--- config.mk ---
export PLATFORM = sky130hd
export DESIGN_NAME = pc_fetch_ctrl
export DESIGN_NICKNAME = d
export VERILOG_FILES = /design/src/rtl/pc_fetch_ctrl.sv
export SDC_FILE = /design/constraint.sdc
export NUM_CORES = 1
export LEC_CHECK = 0
export ABC_AREA = 1
export CAP_MARGIN = 20
export CORE_MARGIN = 2
export CORE_UTILIZATION = 52
export DETAILED_ROUTE_END_ITERATION = 10
export PLACE_DENSITY_LB_ADDON = 0.2
export SYNTH_ARGS = -nofsm -noshare
export SYNTH_HDL_FRONTEND = slang
export SYNTH_SLANG_ARGS = --single-unit
--- constraint.sdc ---
create_clock -name clk_i -period 5.1 [get_ports clk_i]
set_input_delay 0.51 -clock clk_i [delete_from_list [all_inputs] [get_ports clk_i]]
set_output_delay 0.51 -clock clk_i [all_outputs]
set_load 0.02 [all_outputs]
--- src/rtl/pc_fetch_ctrl.sv ---
// IF-stage next-PC and fetch sequencer: owns the PC, runs the imem request handshake, feeds IF/ID.
// Optional build macro BRANCH_DELAY_SLOT_EN keeps the slot instruction alive across a redirect.
module pc_fetch_ctrl #(
   parameter logic [31:0] RESET_PC = 32'h0000_3000
) (
   input  logic        clk_i,
   input  logic        rst_i,
   input  logic        stall_i,
   input  logic        id_valid_i,
   input  logic [1:0]  id_pc_sel_i,
   input  logic        id_br_taken_i,
   input  logic [31:0] id_pc_i,
   input  logic [15:0] id_imm16_i,
   input  logic [25:0] id_jidx_i,
   input  logic [31:0] id_rs_data_i,
   output logic        imem_req_o,
   output logic [31:0] imem_addr_o,
   input  logic        imem_ack_i,
   input  logic [31:0] imem_rdata_i,
   output logic [31:0] if_instr_o,
   output logic [31:0] if_pc_o,
   output logic        if_valid_o,
   output logic        flush_ifid_o,
   output logic [31:0] link_pc_o
);

`ifdef BRANCH_DELAY_SLOT_EN
   localparam bit DelaySlot = 1'b1;
`else
   localparam bit DelaySlot = 1'b0;
`endif

   typedef enum logic [1:0] {StFetch, StHold, StDrop} state_e;

   state_e      state_q, state_d;
   logic [31:0] pc_q, pc_d;
   logic [31:0] if_instr_q, if_instr_d;
   logic [31:0] if_pc_q, if_pc_d;
   logic        if_valid_q, if_valid_d;
   logic [31:0] skid_q, skid_d;
   logic        pend_valid_q, pend_valid_d;
   logic [31:0] pend_pc_q, pend_pc_d;

   logic [31:0] id_pc_p4, br_off, br_tgt, jr_tgt, j_tgt, tgt;
   logic [31:0] pc_p4, next_seq_pc;
   logic        redir_sel, redirect, fetch_ack;
   logic        unused_rs;

   assign id_pc_p4 = id_pc_i + 32'd4;
   assign br_off   = {{14{id_imm16_i[15]}}, id_imm16_i, 2'b00};
   assign br_tgt   = id_pc_p4 + br_off;
   assign jr_tgt   = {id_rs_data_i[31:2], 2'b00};
   assign j_tgt    = {id_pc_p4[31:28], id_jidx_i, 2'b00};
   assign unused_rs = ^id_rs_data_i[1:0];

   always_comb begin
      tgt = id_pc_p4;
      unique case (id_pc_sel_i)
         2'b01:   tgt = br_tgt;
         2'b10:   tgt = jr_tgt;
         2'b11:   tgt = j_tgt;
         default: tgt = id_pc_p4;
      endcase
   end

   assign redir_sel = (id_pc_sel_i == 2'b11) || (id_pc_sel_i == 2'b10) ||
                      ((id_pc_sel_i == 2'b01) && id_br_taken_i);
   assign redirect  = id_valid_i && !stall_i && redir_sel;
   assign fetch_ack = (state_q == StFetch) && imem_ack_i;
   assign pc_p4     = pc_q + 32'd4;
   // A deferred delay-slot redirect takes over from the sequential increment.
   assign next_seq_pc = pend_valid_q ? pend_pc_q : pc_p4;

   always_comb begin
      state_d      = state_q;
      pc_d         = pc_q;
      if_instr_d   = if_instr_q;
      if_pc_d      = if_pc_q;
      if_valid_d   = if_valid_q;
      skid_d       = skid_q;
      pend_valid_d = pend_valid_q;
      pend_pc_d    = pend_pc_q;

      if (redirect && !DelaySlot) begin
         pc_d       = tgt;
         if_valid_d = 1'b0;
         // A request still waiting for its ack must be drained before refetching.
         state_d    = ((state_q != StHold) && !imem_ack_i) ? StDrop : StFetch;
      end else if (stall_i) begin
         if (fetch_ack) begin
            skid_d  = imem_rdata_i;
            state_d = StHold;
         end else if ((state_q == StDrop) && imem_ack_i) begin
            state_d = StFetch;
         end
      end else begin
         unique case (state_q)
            StFetch: begin
               if (imem_ack_i) begin
                  if_instr_d   = imem_rdata_i;
                  if_pc_d      = pc_q;
                  if_valid_d   = 1'b1;
                  pc_d         = next_seq_pc;
                  pend_valid_d = 1'b0;
               end else begin
                  if_valid_d = 1'b0;
               end
            end
            StHold: begin
               if_instr_d   = skid_q;
               if_pc_d      = pc_q;
               if_valid_d   = 1'b1;
               pc_d         = next_seq_pc;
               pend_valid_d = 1'b0;
               state_d      = StFetch;
            end
            StDrop: begin
               if_valid_d = 1'b0;
               if (imem_ack_i) state_d = StFetch;
            end
            default: state_d = StFetch;
         endcase

         if (redirect) begin
            // Delay-slot build: slot fetch still in flight, so park the target.
            if ((state_q == StFetch) && !imem_ack_i) begin
               pend_valid_d = 1'b1;
               pend_pc_d    = tgt;
            end else begin
               pc_d         = tgt;
               pend_valid_d = 1'b0;
            end
         end
      end
   end

   always_ff @(posedge clk_i) begin
      if (rst_i) begin
         state_q      <= StFetch;
         pc_q         <= RESET_PC;
         if_instr_q   <= 32'h0;
         if_pc_q      <= 32'h0;
         if_valid_q   <= 1'b0;
         skid_q       <= 32'h0;
         pend_valid_q <= 1'b0;
         pend_pc_q    <= 32'h0;
      end else begin
         state_q      <= state_d;
         pc_q         <= pc_d;
         if_instr_q   <= if_instr_d;
         if_pc_q      <= if_pc_d;
         if_valid_q   <= if_valid_d;
         skid_q       <= skid_d;
         pend_valid_q <= pend_valid_d;
         pend_pc_q    <= pend_pc_d;
      end
   end

   assign imem_req_o   = (state_q == StFetch);
   assign imem_addr_o  = pc_q;
   assign if_instr_o   = if_instr_q;
   assign if_pc_o      = if_pc_q;
   assign if_valid_o   = if_valid_q;
   assign flush_ifid_o = redirect && !DelaySlot && !rst_i;
   assign link_pc_o    = id_pc_i + (DelaySlot ? 32'd8 : 32'd4);

endmodule

==> reports/metrics.cfg, run 1 <==
[run_status]
outcome=finished clean

[sta]
fin_crit_ps=3810
worst_slew_pin_slew_ps=867
slew_viol_final=0
fin_crit_sh=0.747
rsz0062_at_grt=no
slew_headroom=0.419
finalClockSkew_ps=15.8
finalSetupViolations=0
hold_viol_final=0
setup-tns-final_ps=0
fmax_mhz=262

[floorplanning]
boundaryPins=277
die_w_um=136
start_util=0.529
die_h_um=136
rows=48
coreArea_mm2=0.0172
die-area_mm2=0.0186

[hold_path]
min_path_type=in -> reg
min_to=imem_addr_o[4]
holdPathStages=2
min-delay-start=rst_i

[grt]
grt_max_degree=62
grt_usage=0.358
top_usage_layer=met2
met3_usage=0.0880
grt_use_met1=0.440
use_met2=0.604
antenna_found_initial=0
grt-ovfl-total=0
grt_pass1_wl_um=52700
grt_pass1_vias=10457

[placed_design]
place_congestion=0.976
portBuffers=274
dp_hpwl_um=25200

[worst_setup_path]
cp_max_fo=6
regToRegSetupSlack_ps=1970
path_class=in -> reg
worstPathCellList=clkdlybuf4s50_1 -> nand2_1 -> nor2_1 -> nand2_1 -> nor2_2 -> nand2_1 -> inv_2 -> nand3_1 -> xnor2_1 -> ha_1 -> a21oi_1 -> o21a_1 -> nand2_1 -> a21oi_1 -> nand3b_1 -> nand3_1 -> nand2_1 -> a21oi_1 -> nor2_1
timing.rr.start=state_q[1]
crit_slowest_cell=clkdlybuf4s50_1
path_depth=19
end_kind=flop
r2r_cells=9
cp_top_family=simple AND/OR/NAND/NOR gates
cpPeakStageDelay_ps=630
cp.arrival_ps=4130
regToRegEndpoint=imem_addr_o[4]
required_ps=5420
crit_buf_inv=2
crit_top_cell=nand2_1
critPathLaunchType=input port

[cells_and_area]
regArea_mm2=0.00262
area.growth.synth_to_final_pct=37.7
final_cell_mix=378 x nand2_1, 273 x clkdlybuf4s50_1, 150 x nor2_1
drive_gt1_frac=0.0455
diodes=0
post-route-util=0.729
layout_commonest_cell=nand2_1
final_nets=1864
multi_input_area_mm2=0.00569
nFillCells=1474

[power_and_ir_drop]
internal_power_w=0.00220
total_power_w=0.00337
clkPwrFrac=0.364
p_switching_w=0.00116
ir_drop_uv=272
powerDensity_mw_per_mm2=269
p_comb_frac=0.286
leakagePower_nw=5.29
seqPwrFrac=0.350
switching_share=0.345

[synthesis]
synthesis.nets=1622
synth_edf_count=0
yosysSeqAreaShare=0.288
synth_compound_area_frac=0.197
synth_fa_ha_area_frac=0.0559
synth_cells=1436
synth_top_family_by_area=simple AND/OR/NAND/NOR gates
muxShareOfSynthArea=0.00110
synth-xor-area-share=0.0318
ys.flop_type=dfxtp_1
yosys.area_share.simple=0.339
async_flop_share=0
synth_seq_cells=131
syn_area_per_cell_um2=6.33
yosysUniqueCellTypes=51
synth_area_mm2=0.00909
yosys_warnings=0

[routing]
drt-initial-drc-count=961
drt_pass1_iterations=6
wl_per_cell_um=17.5
wirelength_um=33500
vias=11009
drc=0
ant_nets=0
viasPerCell=5.75

[cts]
path_clk_slew_ps=70
cts_tree=yes
hold_buffers=0
clock_latency_ps=430
clock_sinks=131
cts-buffers-inserted=17
post_cts_resized=0
cts_htree_levels=4
clk_path_buf_depth=2
postCtsSetupRepairBufs=0
root_buffer=clkbuf_16

[job]
cap_violations=0

## Yosys cell counts (all sizes together), types with 3 or more instances
library cell | n | area share
nand2 | 379 | 0.16
a22o | 6 | 0.0058
o21ai | 119 | 0.065
a21oi | 106 | 0.058
xor2 | 18 | 0.017
a31oi | 38 | 0.026
nand3 | 101 | 0.059
nor2 | 160 | 0.072
a211oi | 5 | 0.0041
dfxtp | 131 | 0.29
o21bai | 7 | 0.0058
o221ai | 3 | 0.0029
clkbuf | 45 | 0.019
a21o | 6 | 0.0050
nand3b | 9 | 0.0074
buf | 17 | 0.0098
o211ai | 4 | 0.0033
inv | 137 | 0.057
nor4 | 5 | 0.0034
a221oi | 11 | 0.011
clkinv | 3 | 0.0012
xnor2 | 15 | 0.014
ha | 39 | 0.054
nand4 | 23 | 0.017
or2 | 9 | 0.0062
nor3 | 24 | 0.015
## sequential cells by signal (all words and copies together), names as in the netlist
name / flops
if_valid_o: 1
skid_q: 32
if_pc_o: 32
imem_addr_o: 32
state_q: 2
if_instr_o: 32
## power groups by stage
| stage | Sequential, W | Clock (W) | Combinational [W] |
|---|---|---|---|
| after floorplan | 0.00125 | 0 | 0.000463 |
| after global placement | 0.00119 | 0 | 0.000934 |
| after detailed placement | 0.00120 | 0 | 0.000948 |
| after CTS | 0.00118 | 0.00123 | 0.000956 |
| after global routing | 0.00119 | 0.00127 | 0.00105 |
| final | 0.00118 | 0.00123 | 0.000963 |
## cell type report
type	instances	share of cell area
timing repair buffer	285	0.225
clock inverter	15	0.0129
tap	225	0.0225
sequential	131	0.209
clock buffer	17	0.0340
multi-input combinational	1103	0.454
inverter	140	0.0420
## how the worst max path moves through the flow
stage | start | to | slack (ps)
2_1_floorplan | id_pc_i[2] | imem_addr_o[29] | 1970
3_3_place_gp | id_pc_i[13] | imem_addr_o[28] | 960
3_5_place_dp | id_pc_i[13] | imem_addr_o[28] | 920
4_1_cts | id_pc_i[13] | imem_addr_o[28] | 1350
5_1_grt | id_pc_i[13] | imem_addr_o[29] | 1060
6_report | id_pc_i[13] | imem_addr_o[28] | 1290
## metal layers
| layer | share of wire | wire [um] |
|---|---|---|
| met1 | 0.39 | 13000 |
| met2 | 0.47 | 15900 |
| met3 | 0.10 | 3480 |
| met4 | 0.034 | 1130 |
| met5 | 0 | 0 |
## metrics by stage
step,cells,setup WS [ps],cell area (um^2),hold WS (ps)
2_1_floorplan,1436,1970,9090,441
3_3_place_gp,1884,958,11900,448
3_5_place_dp,1884,922,11900,452
4_1_cts,1916,1350,12500,358
5_1_grt,1916,1060,12500,362
6_report,1916,1290,12500,376
## cells by family after synthesis
logic type                 after synthesis
and+or+nand+nor                        714
AOI/OAI and AO/OA                      315
buffers and inverters                  202
DFF                                    131
adders and majority gates               40
xor gates and xnor gates                33
muxes                                    1
Note: power is estimated with default switching activity, not from simulation.
==> run 2: changes to the inputs <==
Settings changed: CORE_UTILIZATION 52 to 44.
Clock period 5.1 ns to 3.07 ns, I/O delays scaled along.
==> run 2 against run 1 <==
Net effect:
- clock-buffer cell count unchanged
- worst hold slack improved by 86 ps
- global-route usage decreased by 3.0 points
- utilization decreased by 1.4 points
- non-clock buffer count increased by 180
- highest routed layer unchanged
- critical endpoint is now link_pc_o[28]
- final area increased by 16%
- largest cell class unchanged
- sequential share of layout area decreased by 2.8 points
- power increased by 78%
- clock skew increased by 5.1 ps
- register-to-register slack got worse by 1600 ps
==> reports/metrics.cfg, run 2 (synthesis gave the netlist of run 1 again) <==
[run_status]
outcome=finished clean

[placed_design]
portBuffers=274  ; unchanged
place_congestion=0.954  ; -2.3%
dp_hpwl_um=28200  ; +12%

[sta]
rsz0062_at_grt=yes
fmax_mhz=336
hold_viol_final=0  ; unchanged
fin_crit_sh=0.968
setup-tns-final_ps=0  ; unchanged
slew_viol_final=0  ; unchanged
worst_slew_pin_slew_ps=656  ; -211 ps
fin_crit_ps=2970
finalSetupViolations=0  ; unchanged
slew_headroom=0.559  ; +0.140
finalClockSkew_ps=20.9  ; +5.09 ps

[cts]
root_buffer=clkbuf_16
cts_tree=yes
cts_htree_levels=4  ; unchanged
cts-buffers-inserted=17  ; unchanged
clock_sinks=131  ; unchanged
clk_path_buf_depth=2  ; unchanged
path_clk_slew_ps=60  ; about the same
hold_buffers=0  ; unchanged
clock_latency_ps=430  ; about the same

[cells_and_area]
final_nets=2044  ; +9.7%
final_cell_mix=344 x nand2_1, 263 x clkdlybuf4s50_1, 188 x buf_4
drive_gt1_frac=0.195  ; +0.150
area.growth.synth_to_final_pct=59.1
layout_commonest_cell=nand2_1
post-route-util=0.715  ; -0.0142

[worst_setup_path]
critPathLaunchType=input port
worstPathCellList=clkdlybuf4s50_1 -> buf_4 -> nand2_2 -> inv_2 -> nand4_1 -> nor4_2 -> buf_4 -> a21o_1 -> nand2_1 -> inv_2 -> buf_4 -> clkdlybuf4s50_1
timing.rr.start=state_q[0]
cp_max_fo=3  ; -3
required_ps=2760  ; -2660 ps
cp.arrival_ps=2670  ; -1460 ps
r2r_cells=10  ; +1
cpPeakStageDelay_ps=580  ; -50 ps
end_kind=output pin
crit_top_cell=buf_4
crit_start=id_pc_i[19]
crit_slowest_cell=clkdlybuf4s50_1
path_class=in -> out
regToRegEndpoint=imem_addr_o[28]
regToRegSetupSlack_ps=370  ; -1600 ps

[floorplanning]
die_w_um=148  ; +8.5%
boundaryPins=277  ; unchanged
die-area_mm2=0.0218  ; +18%
coreArea_mm2=0.0202  ; +18%
start_util=0.449  ; -0.0800
die_h_um=148  ; +8.5%
rows=52  ; +8.3%

[routing]
wirelength_um=37400  ; +12%
drt_pass1_iterations=6  ; unchanged
drc=0  ; unchanged
wl_per_cell_um=17.5  ; about the same
drt-initial-drc-count=881  ; -8.3%
viasPerCell=5.39  ; -6.1%
vias=11551  ; +4.9%
ant_nets=0  ; unchanged

[grt]
grt-ovfl-total=0  ; unchanged
grt_max_degree=48  ; -23%
grt_pass1_wl_um=57300  ; +8.8%
grt_pass1_vias=11043  ; +5.6%
antenna_found_initial=3  ; +3
grt_usage=0.329  ; -0.0297

[power_and_ir_drop]
ir_drop_uv=402  ; +48%
leakagePower_nw=6.30  ; +19%
powerDensity_mw_per_mm2=415  ; +54%

[hold_path]
holdPathStages=2  ; unchanged
min_path_type=reg -> reg
min_to=skid_q[18]
min-delay-start=skid_q[18]

[job]
cap_violations=0  ; unchanged

run 2: report_power, final:
group	leakage [nW]	internal, W	switching (W)	total, W
Combinational	4.94	0.000902	0.00104	0.00195
Clock	0.292	0.00122	0.000879	0.00210
Sequential	1.08	0.00183	0.000129	0.00196
run 2: timing repair:
action / CTS / global route
pin swaps: 4 / 41
setup buffers: 1 / 8
endpoints found under the hold margin: 0 / 0
gates resized for setup: 13 / 122
endpoints found under the setup margin: 12 / 24
run 2: worst max-delay path by stage:
| stage | end | slack (ps) | cells after the start |
|---|---|---|---|
| 2_1_floorplan | imem_addr_o[29] | 140 | 19 |
| 3_3_place_gp | imem_addr_o[30] | -620 | 24 |
| 3_5_place_dp | imem_addr_o[30] | -620 | 24 |
| 4_1_cts | imem_addr_o[28] | -0.3 | 24 |
| 5_1_grt | imem_addr_o[31] | -140 | 23 |
| 6_report | link_pc_o[28] | 100 | 12 |
run 2: metal layers:
layer  part of all wire  GRT usage  vias to the layer above  wire length [um]
li1                   -          -                     5650                 -
met1               0.41      0.411                     5355             15200
met2               0.48      0.564                      472             18100
met3              0.087     0.0787                       74              3240
met4              0.025     0.0938                        0               932
met5                  0          0                        -                 0
run 2: layout make-up:
type	count	area, um^2
multi-input cells	1103	6180
fillers	1748	5770
repair buffers	465	4210
flip-flops and latches	131	2620
inverters	140	526
clock buffers	17	425
well taps	270	338
clock inverters	15	168
diodes	1	2.50
run 2: per-stage QoR:
stage / hold WS (ps) / setup slack [ps] / instance area, um^2 / total power [W] / cells
2_1_floorplan: 441 / 141 / 9090 / 0.00285 / 1436
3_3_place_gp: 448 / -621 / 13300 / 0.00379 / 2100
3_5_place_dp: 453 / -621 / 13300 / 0.00380 / 2100
4_1_cts: 463 / -0.317 / 13900 / 0.00590 / 2133
5_1_grt: 478 / -139 / 14500 / 0.00625 / 2142
6_report: 463 / 97.8 / 14500 / 0.00600 / 2142
run 2: worst max-delay path: cells and delay by family:
kind	cells	cell delay, ps
compound gates	1	120
buf+inv	7	1600
simple gates	4	630
